--- src/rtl/bubble_sort_ctrl_pkg.sv ---
// Shared types and constants for the sequential odd-even transposition sorter.
package bubble_sort_pkg;

  typedef enum logic [1:0] {
    LOAD  = 2'd0,
    SORT  = 2'd1,
    DRAIN = 2'd2
  } state_e;

  localparam int MODE_ASC  = 0;
  localparam int MODE_DESC = 1;

endpackage

--- src/rtl/bubble_sort_ctrl_cas.sv ---
// One odd-even transposition pass: compare-swap of disjoint neighbour pairs.
module sort_cas_pass
  import bubble_sort_pkg::*;
#(
  parameter int DW   = 8,
  parameter int NUM  = 8,
  parameter int MODE = MODE_ASC
) (
  input  logic [NUM-1:0][DW-1:0] data_i,
  input  logic                   odd_i,
  output logic [NUM-1:0][DW-1:0] data_o,
  output logic                   any_swap_o
);

  always_comb begin
    // NOTE: combinational outputs get a default first so no path leaves them unassigned (no latch).
    data_o     = data_i;
    any_swap_o = 1'b0;
    for (int i = 0; i < NUM - 1; i++) begin
      if (odd_i == i[0]) begin
        // Strict compare keeps equal keys in place, so the sort is stable.
        if ((MODE == MODE_DESC) ? (data_i[i] < data_i[i+1])
                                : (data_i[i] > data_i[i+1])) begin
          data_o[i]   = data_i[i+1];
          data_o[i+1] = data_i[i];
          any_swap_o  = 1'b1;
        end
      end
    end
  end

endmodule

--- src/rtl/bubble_sort_ctrl.sv ---
// Sequential sort engine: load NUM words, sort in place one pass per clock, stream out.
// Optional BUBBLE_SORT_CTRL_EARLY_EXIT_EN ends SORT after two consecutive swap-free passes.
module bubble_sort_ctrl
  import bubble_sort_pkg::*;
#(
  parameter int DW   = 8,
  parameter int NUM  = 8,
  parameter int MODE = MODE_ASC
) (
  input  logic          clk,
  input  logic          rst_n,
  input  logic          s_valid,
  output logic          s_ready,
  input  logic [DW-1:0] s_data,
  output logic          m_valid,
  input  logic          m_ready,
  output logic [DW-1:0] m_data,
  output logic          m_last,
  output logic          busy
);

  localparam int             CW   = $clog2(NUM + 1);
  localparam int             IW   = $clog2(NUM);
  localparam logic [CW-1:0]  LAST = CW'(NUM - 1);

  state_e                 state_q, state_d;
  logic [CW-1:0]          cnt_q, cnt_d;
  logic [NUM-1:0][DW-1:0] buf_q, buf_d, pass_data;
  logic                   any_swap;
  logic [IW-1:0]          idx;

  assign idx = cnt_q[IW-1:0];

  sort_cas_pass #(
    .DW   (DW),
    .NUM  (NUM),
    .MODE (MODE)
  ) u_pass (
    .data_i     (buf_q),
    .odd_i      (cnt_q[0]),
    .data_o     (pass_data),
    .any_swap_o (any_swap)
  );

`ifdef BUBBLE_SORT_CTRL_EARLY_EXIT_EN
  // Set when the previous pass made no swap; two quiet passes in a row mean sorted.
  logic quiet_q, quiet_d;
`else
  logic unused_any_swap;
  assign unused_any_swap = any_swap;
`endif

  always_comb begin
    state_d = state_q;
    cnt_d   = cnt_q;
    buf_d   = buf_q;
`ifdef BUBBLE_SORT_CTRL_EARLY_EXIT_EN
    quiet_d = quiet_q;
`endif
    case (state_q)
      LOAD: begin
`ifdef BUBBLE_SORT_CTRL_EARLY_EXIT_EN
        quiet_d = 1'b0;
`endif
        if (s_valid && s_ready) begin
          buf_d[idx] = s_data;
          if (cnt_q == LAST) begin
            state_d = SORT;
            cnt_d   = '0;
          end else begin
            cnt_d = cnt_q + 1'b1;
          end
        end
      end
      SORT: begin
        buf_d = pass_data;
`ifdef BUBBLE_SORT_CTRL_EARLY_EXIT_EN
        quiet_d = !any_swap;
        if (cnt_q == LAST || (quiet_q && !any_swap)) begin
`else
        if (cnt_q == LAST) begin
`endif
          state_d = DRAIN;
          cnt_d   = '0;
        end else begin
          cnt_d = cnt_q + 1'b1;
        end
      end
      DRAIN: begin
        if (m_valid && m_ready) begin
          if (cnt_q == LAST) begin
            state_d = LOAD;
            cnt_d   = '0;
          end else begin
            cnt_d = cnt_q + 1'b1;
          end
        end
      end
      default: begin
        state_d = LOAD;
        cnt_d   = '0;
      end
    endcase
  end

  // NOTE: sequential state uses non-blocking assignments; the storage array is reset too so a
  // discarded batch can never leak out.
  always_ff @(posedge clk or negedge rst_n) begin
    if (!rst_n) begin
      state_q <= LOAD;
      cnt_q   <= '0;
      buf_q   <= '0;
`ifdef BUBBLE_SORT_CTRL_EARLY_EXIT_EN
      quiet_q <= 1'b0;
`endif
    end else begin
      state_q <= state_d;
      cnt_q   <= cnt_d;
      buf_q   <= buf_d;
`ifdef BUBBLE_SORT_CTRL_EARLY_EXIT_EN
      quiet_q <= quiet_d;
`endif
    end
  end

  assign s_ready = (state_q == LOAD);
  assign m_valid = (state_q == DRAIN);
  assign busy    = (state_q != LOAD);
  assign m_data  = m_valid ? buf_q[idx] : '0;
  assign m_last  = m_valid && (cnt_q == LAST);

endmodule

--- config.mk ---
export PLATFORM = sky130hd
export DESIGN_NAME = bubble_sort_ctrl
export DESIGN_NICKNAME = d
export VERILOG_FILES = /design/src/rtl/bubble_sort_ctrl_pkg.sv /design/src/rtl/bubble_sort_ctrl_cas.sv /design/src/rtl/bubble_sort_ctrl.sv
export SDC_FILE = /design/constraint.sdc
export NUM_CORES = 1
export LEC_CHECK = 0
export CAP_MARGIN = 20
export CORE_MARGIN = 2
export CORE_UTILIZATION = 45
export DETAILED_ROUTE_END_ITERATION = 6
export DONT_BUFFER_PORTS = 1
export PLACE_DENSITY = 0.72
export SYNTH_ARGS = -nofsm -noshare
export SYNTH_HDL_FRONTEND = slang
export SYNTH_HIERARCHICAL = 1
export SYNTH_SLANG_ARGS = --single-unit
--- constraint.sdc ---
create_clock -name clk -period 2.9 [get_ports clk]
set_input_delay 0.58 -clock clk [delete_from_list [all_inputs] [get_ports clk]]
set_output_delay 0.58 -clock clk [all_outputs]
set_load 0.01 [all_outputs]
== Word level (Yosys, flattened, before mapping) ==
Cells that the tools add are included.

* Reduce and logical (&&, ||, !) cells: 12
* Mux-type cells: 32
* Add/subtract/negate cells: 1
* Equal/unequal tests: 11
* Magnitude comparators: 9

{| class="wikitable"
|+ Operators by type and width
! operator !! count
|-
| 16-bit 2-to-1 mux || 14
|-
| 64-bit one-hot mux with 2 select lines || 1
|-
| 64-bit bitwise mux || 1
|-
| 64-bit 2-to-1 mux || 1
|-
| 8-bit > comparator || 7
|-
| 8-bit binary-select mux with 3-bit select || 1
|-
| 8-bit demux with 3-bit select || 1
|-
| 8-bit 2-to-1 mux || 3
|-
| 4-bit 2-to-1 mux || 3
|-
| 2-bit by 1-bit != test with 1-bit output, second input constant || 6
|-
| 4-bit one-hot mux with 3 select lines || 1
|-
| 2-bit 2-to-1 mux || 5
|-
| 4-bit AND reduction || 2
|-
| 2-bit one-hot mux with 3 select lines || 1
|-
| 5-bit AND reduction || 1
|-
| 4-bit by 1-bit adder with 4-bit output, second input constant || 1
|-
| 4-bit by 3-bit equality test with 1-bit output, second input constant || 1
|-
| 1-bit logical AND || 4
|-
| 3-bit by 4-bit < comparator with 1-bit output, second input constant || 1
|-
| 2-bit != test, second input constant || 2
|-
| 2-bit AND reduction || 2
|-
| 2-bit nonzero test || 2
|-
| 3-bit by 1-bit greater-or-equal comparator with 1-bit output, second input constant || 1
|-
| 2-bit by 1-bit equality test with 1-bit output, second input constant || 1
|-
| other kinds (2) || 2
|}

* Flip-flop bits (word level): 70
* Output and inout port bits: 12
* Input port bits: 12
* Logic and storage cells: 75

== Logic depth before layout (Yosys ltp) ==
* Word-level depth: 16
* Depth in mapped cells: 11
* Depth with buffers taken out: 10

== By module ==
The synthesis kept the hierarchy.

{| class="wikitable"
|+ By module, submodules not included
! module !! area each (µm²) !! instances !! seq. area each (µm²) !! cells each
|-
| bubble_sort_ctrl || 3965.1 || 1 || 1751.7 || 429
|-
| sort_cas_pass || 2770.2 || 1 || 0.0 || 388
|}

== Worst setup path after synthesis ==
No wires, ideal clock.

* Path type: reg-to-output
* Start: reg cnt_q[0]
* End: out m_data[1]
* Path buffers: 1
* Required time: 2.320 ns
* Slack: 0.833 ns
* Cell stages (with the launch flop): 6
* Arrival: 1.487 ns
* Cell sequence: dfrtp_1 buf_2 nor2_1 a32o_1 o21ai_1 a21oi_1

* Word-level cells in the longest chain between the ends: 3

{| class="wikitable"
|+ Ends and longest elaborated chain
! what !! RTL line !! source
|-
| start, declared || bubble_sort_ctrl.sv:27 || <nowiki>logic [CW-1:0] cnt_q, cnt_d;</nowiki>
|-
| start signal, assigned || bubble_sort_ctrl.sv:118 || <nowiki>cnt_q <= cnt_d;</nowiki>
|-
| 8-bit binary-select mux with 3-bit select || bubble_sort_ctrl.sv:129 || <nowiki>assign m_data = m_valid ? buf_q[idx] : '0;</nowiki>
|-
| 8-bit 2-to-1 mux (implied by the code) || bubble_sort_ctrl.sv:129 ||
|-
| 8-bit 2-to-1 mux || bubble_sort_ctrl.sv:129 ||
|-
| end, declared || bubble_sort_ctrl.sv:17 || <nowiki>output logic [DW-1:0] m_data,</nowiki>
|}

No other way between the ends. The select of a mux whose other input is x is not followed.

== Worst setup path in the final report ==
* Start: reg cnt_q[0]
* End: out m_data[4]

Same word-level chain as after synthesis.

==> results.cfg <==
[final_layout]
final_core_util_pct = 50.0
seqCellArea_um2 = 1750
post_route_cells_drive_above_1_share_pct = 9.78
final_nets = 872
most_common_cell_after_layout_fill_and_taps_aside = mux2i_1
area.growth.synth_to_final_pct = 8.18
most-common-layout-cells = mux2i_1 (130), nand2_1 (107), o21ai_1 (86)
antennaDiodeCount = 0
multiInputGateArea_um2 = 4420
fillCellCount = 1400

[place]
dpl.hpwl_um = 13200
placement.io_buffers = 0
routabilityCongestion = 0.911

[synthesis]
syn_area_um2 = 6720
postSynthCellCount = 814
syn_avg_cell_area_um2 = 8.25
ys.warnings.count = 6
synth.net_count = 883

[die]
number_of_placement_rows = 44
die-width_um = 126
top_level_ports = 24
initial_utilization_pct = 46.2
core_um2 = 14500
dieArea_um2 = 15900
die_h_um = 126

[timing]
grt_setup_unrepaired = false
timing.max_slew.rel_slack_pct = 54.8
max_freq_mhz = 376
finalSetupViolCount = 0
final_hold_viol_count = 0
final_cycle_share_pct = 91.7
finalSetupTns_ns = 0
fin_hold_ws_ns = 0.0895
worst_slew_pin_slew_ns = 0.674
skew_ns = 0.00921
final-max-slew-violation-count = 0
timing.final.crit_period_ns = 2.66

[worst_setup_path]
timing.critical_path.cells = buf_12 -> nor2_1 -> a32o_1 -> o21ai_1 -> a21oi_1 -> buf_4
worst_setup_path_end_kind = output pin
critical-path-slowest-cell = dfrtp_1
setup.reg_to_reg.worst_slack_ns = 0.47
timing.critical_path.from_type = flop
critical_path.reg2reg.startpoint = buf_q[49]$_DFFE_PN0P_
cpLargestDelayFamily = compound AO/OA/AOI/OAI gates
critPathArrivalTime_ns = 2.08
criticalPathCategory = reg2out
critical_path_buf_inv_count = 2
worst_path_largest_cell_delay_ns = 0.42
reg2regPathDepth = 9
critPathRequiredTime_ns = 2.32
crit_fanout = 21
r2r-end = buf_q[48]$_DFFE_PN0P_

[route]
routed-via-count = 5779
drt_first_pass_iters = 5
drc_violation_count_after_routing = 0
first_iter_violations = 532
drtAntennaViolNets = 0
wirelength_um = 18200
detail_route.wl_per_cell_um = 18.3
avgViaCountPerCell = 5.83

[clock_network]
cts-root-buf = clkbuf_16
cts.clk_slew.worst_paths_ns = 0.06
clock_insertion_delay_worst_skew_ns = 0.35
cts_made_buffers = 9
tritoncts_clock_tree = yes
numClockSinks = 70
clockBufferDepth = 2
ctsHtreeMaxLevel = 3
ctsResizeCount = 0

[pwr]
standby_leakage_power_nw = 3.55
peakVddDrop_v = 0.000731
cellPowerDensity_nw_per_um2 = 1440

[global_routing]
grt_max_degree = 71
first_global_vias = 5650
gr-usage-all-layers_pct = 23.9
grt_antenna_before_repair = 0
global_route.overflow_total = 0
grt_first_pass_wirelength_um = 30100

[job]
max-cap-violations = 0

[worst_hold_path]
worstHoldPathType = in2async

[outcome]
outcome = completed
[where the power goes]
group / switching, mW / leakage [nW] / internal (mW)
combinational: 3.85 / 2.54 / 3.03
sequential: 0.929 / 0.868 / 1.46
clock: 0.447 / 0.146 / 0.712
total: 5.23 / 3.55 / 5.21
[cell type report]
type                       instances  share of cell area, %
multi-input combinational        622                   60.8
timing repair buffer              31                   4.17
inverter                          69                   3.56
sequential                        70                   24.1
clock buffer                      13                   3.58
tap                              184                   3.17
clock inverter                     3                  0.585
[metal layers]
metal / part of all wire, % / GRT usage [%]
met1: 44 / 31.5
met2: 48 / 38.3
met3: 4.3 / 4.04
met4: 3.8 / 11.1
met5: 0 / 0
[worst reg2reg max path, stage by stage, from the launching register on]
cell	delay (ns)
dfrtp_1	0.46
ha_1	0.32
nor2b_1	0.13
o211ai_1	0.10
a21oi_1	0.25
a2111oi_4	0.07
nor2_4	0.47
mux2_2	0.40
nand2_1	0.05
o21ai_1	0.06
[state kept, by name, summed over array words and instances (netlist names)]
register	flops
buf_q	64
cnt_q	4
state_q	2
[through the flow]
step | setup WS [ns] | total power, mW | instance area, um2 | instances
final | 0.242 | 10.4 | 7270 | 992
after global routing | 0.171 | 11.4 | 7270 | 992
after CTS | 0.270 | 10.4 | 7270 | 992
after detailed placement | 0.493 | 9.17 | 6940 | 975
after global placement | 0.555 | 9.00 | 6940 | 975
after floorplan | 0.833 | 7.65 | 6720 | 814
[repair_timing]
item / 4_1_cts / 5_1_grt
buffers inserted: 0 / 0
endpoints found under the hold margin: 70 / 0
hold buffers: 1 / 0
[how the worst max path moves through the flow]
stage | from | to | cells after the start
2_1_floorplan | cnt_q[0]$_DFFE_PN0P_ | m_data[1] | 5
3_5_place_dp | buf_q[49]$_DFFE_PN0P_ | buf_q[48]$_DFFE_PN0P_ | 9
6_report | cnt_q[0]$_DFFE_PN0P_ | m_data[4] | 6
5_1_grt | cnt_q[1]$_DFFE_PN0P_ | m_data[4] | 6
3_3_place_gp | buf_q[49]$_DFFE_PN0P_ | buf_q[48]$_DFFE_PN0P_ | 9
4_1_cts | cnt_q[0]$_DFFE_PN0P_ | m_data[4] | 6
No activity file was read; power rests on OpenSTA's default activity.
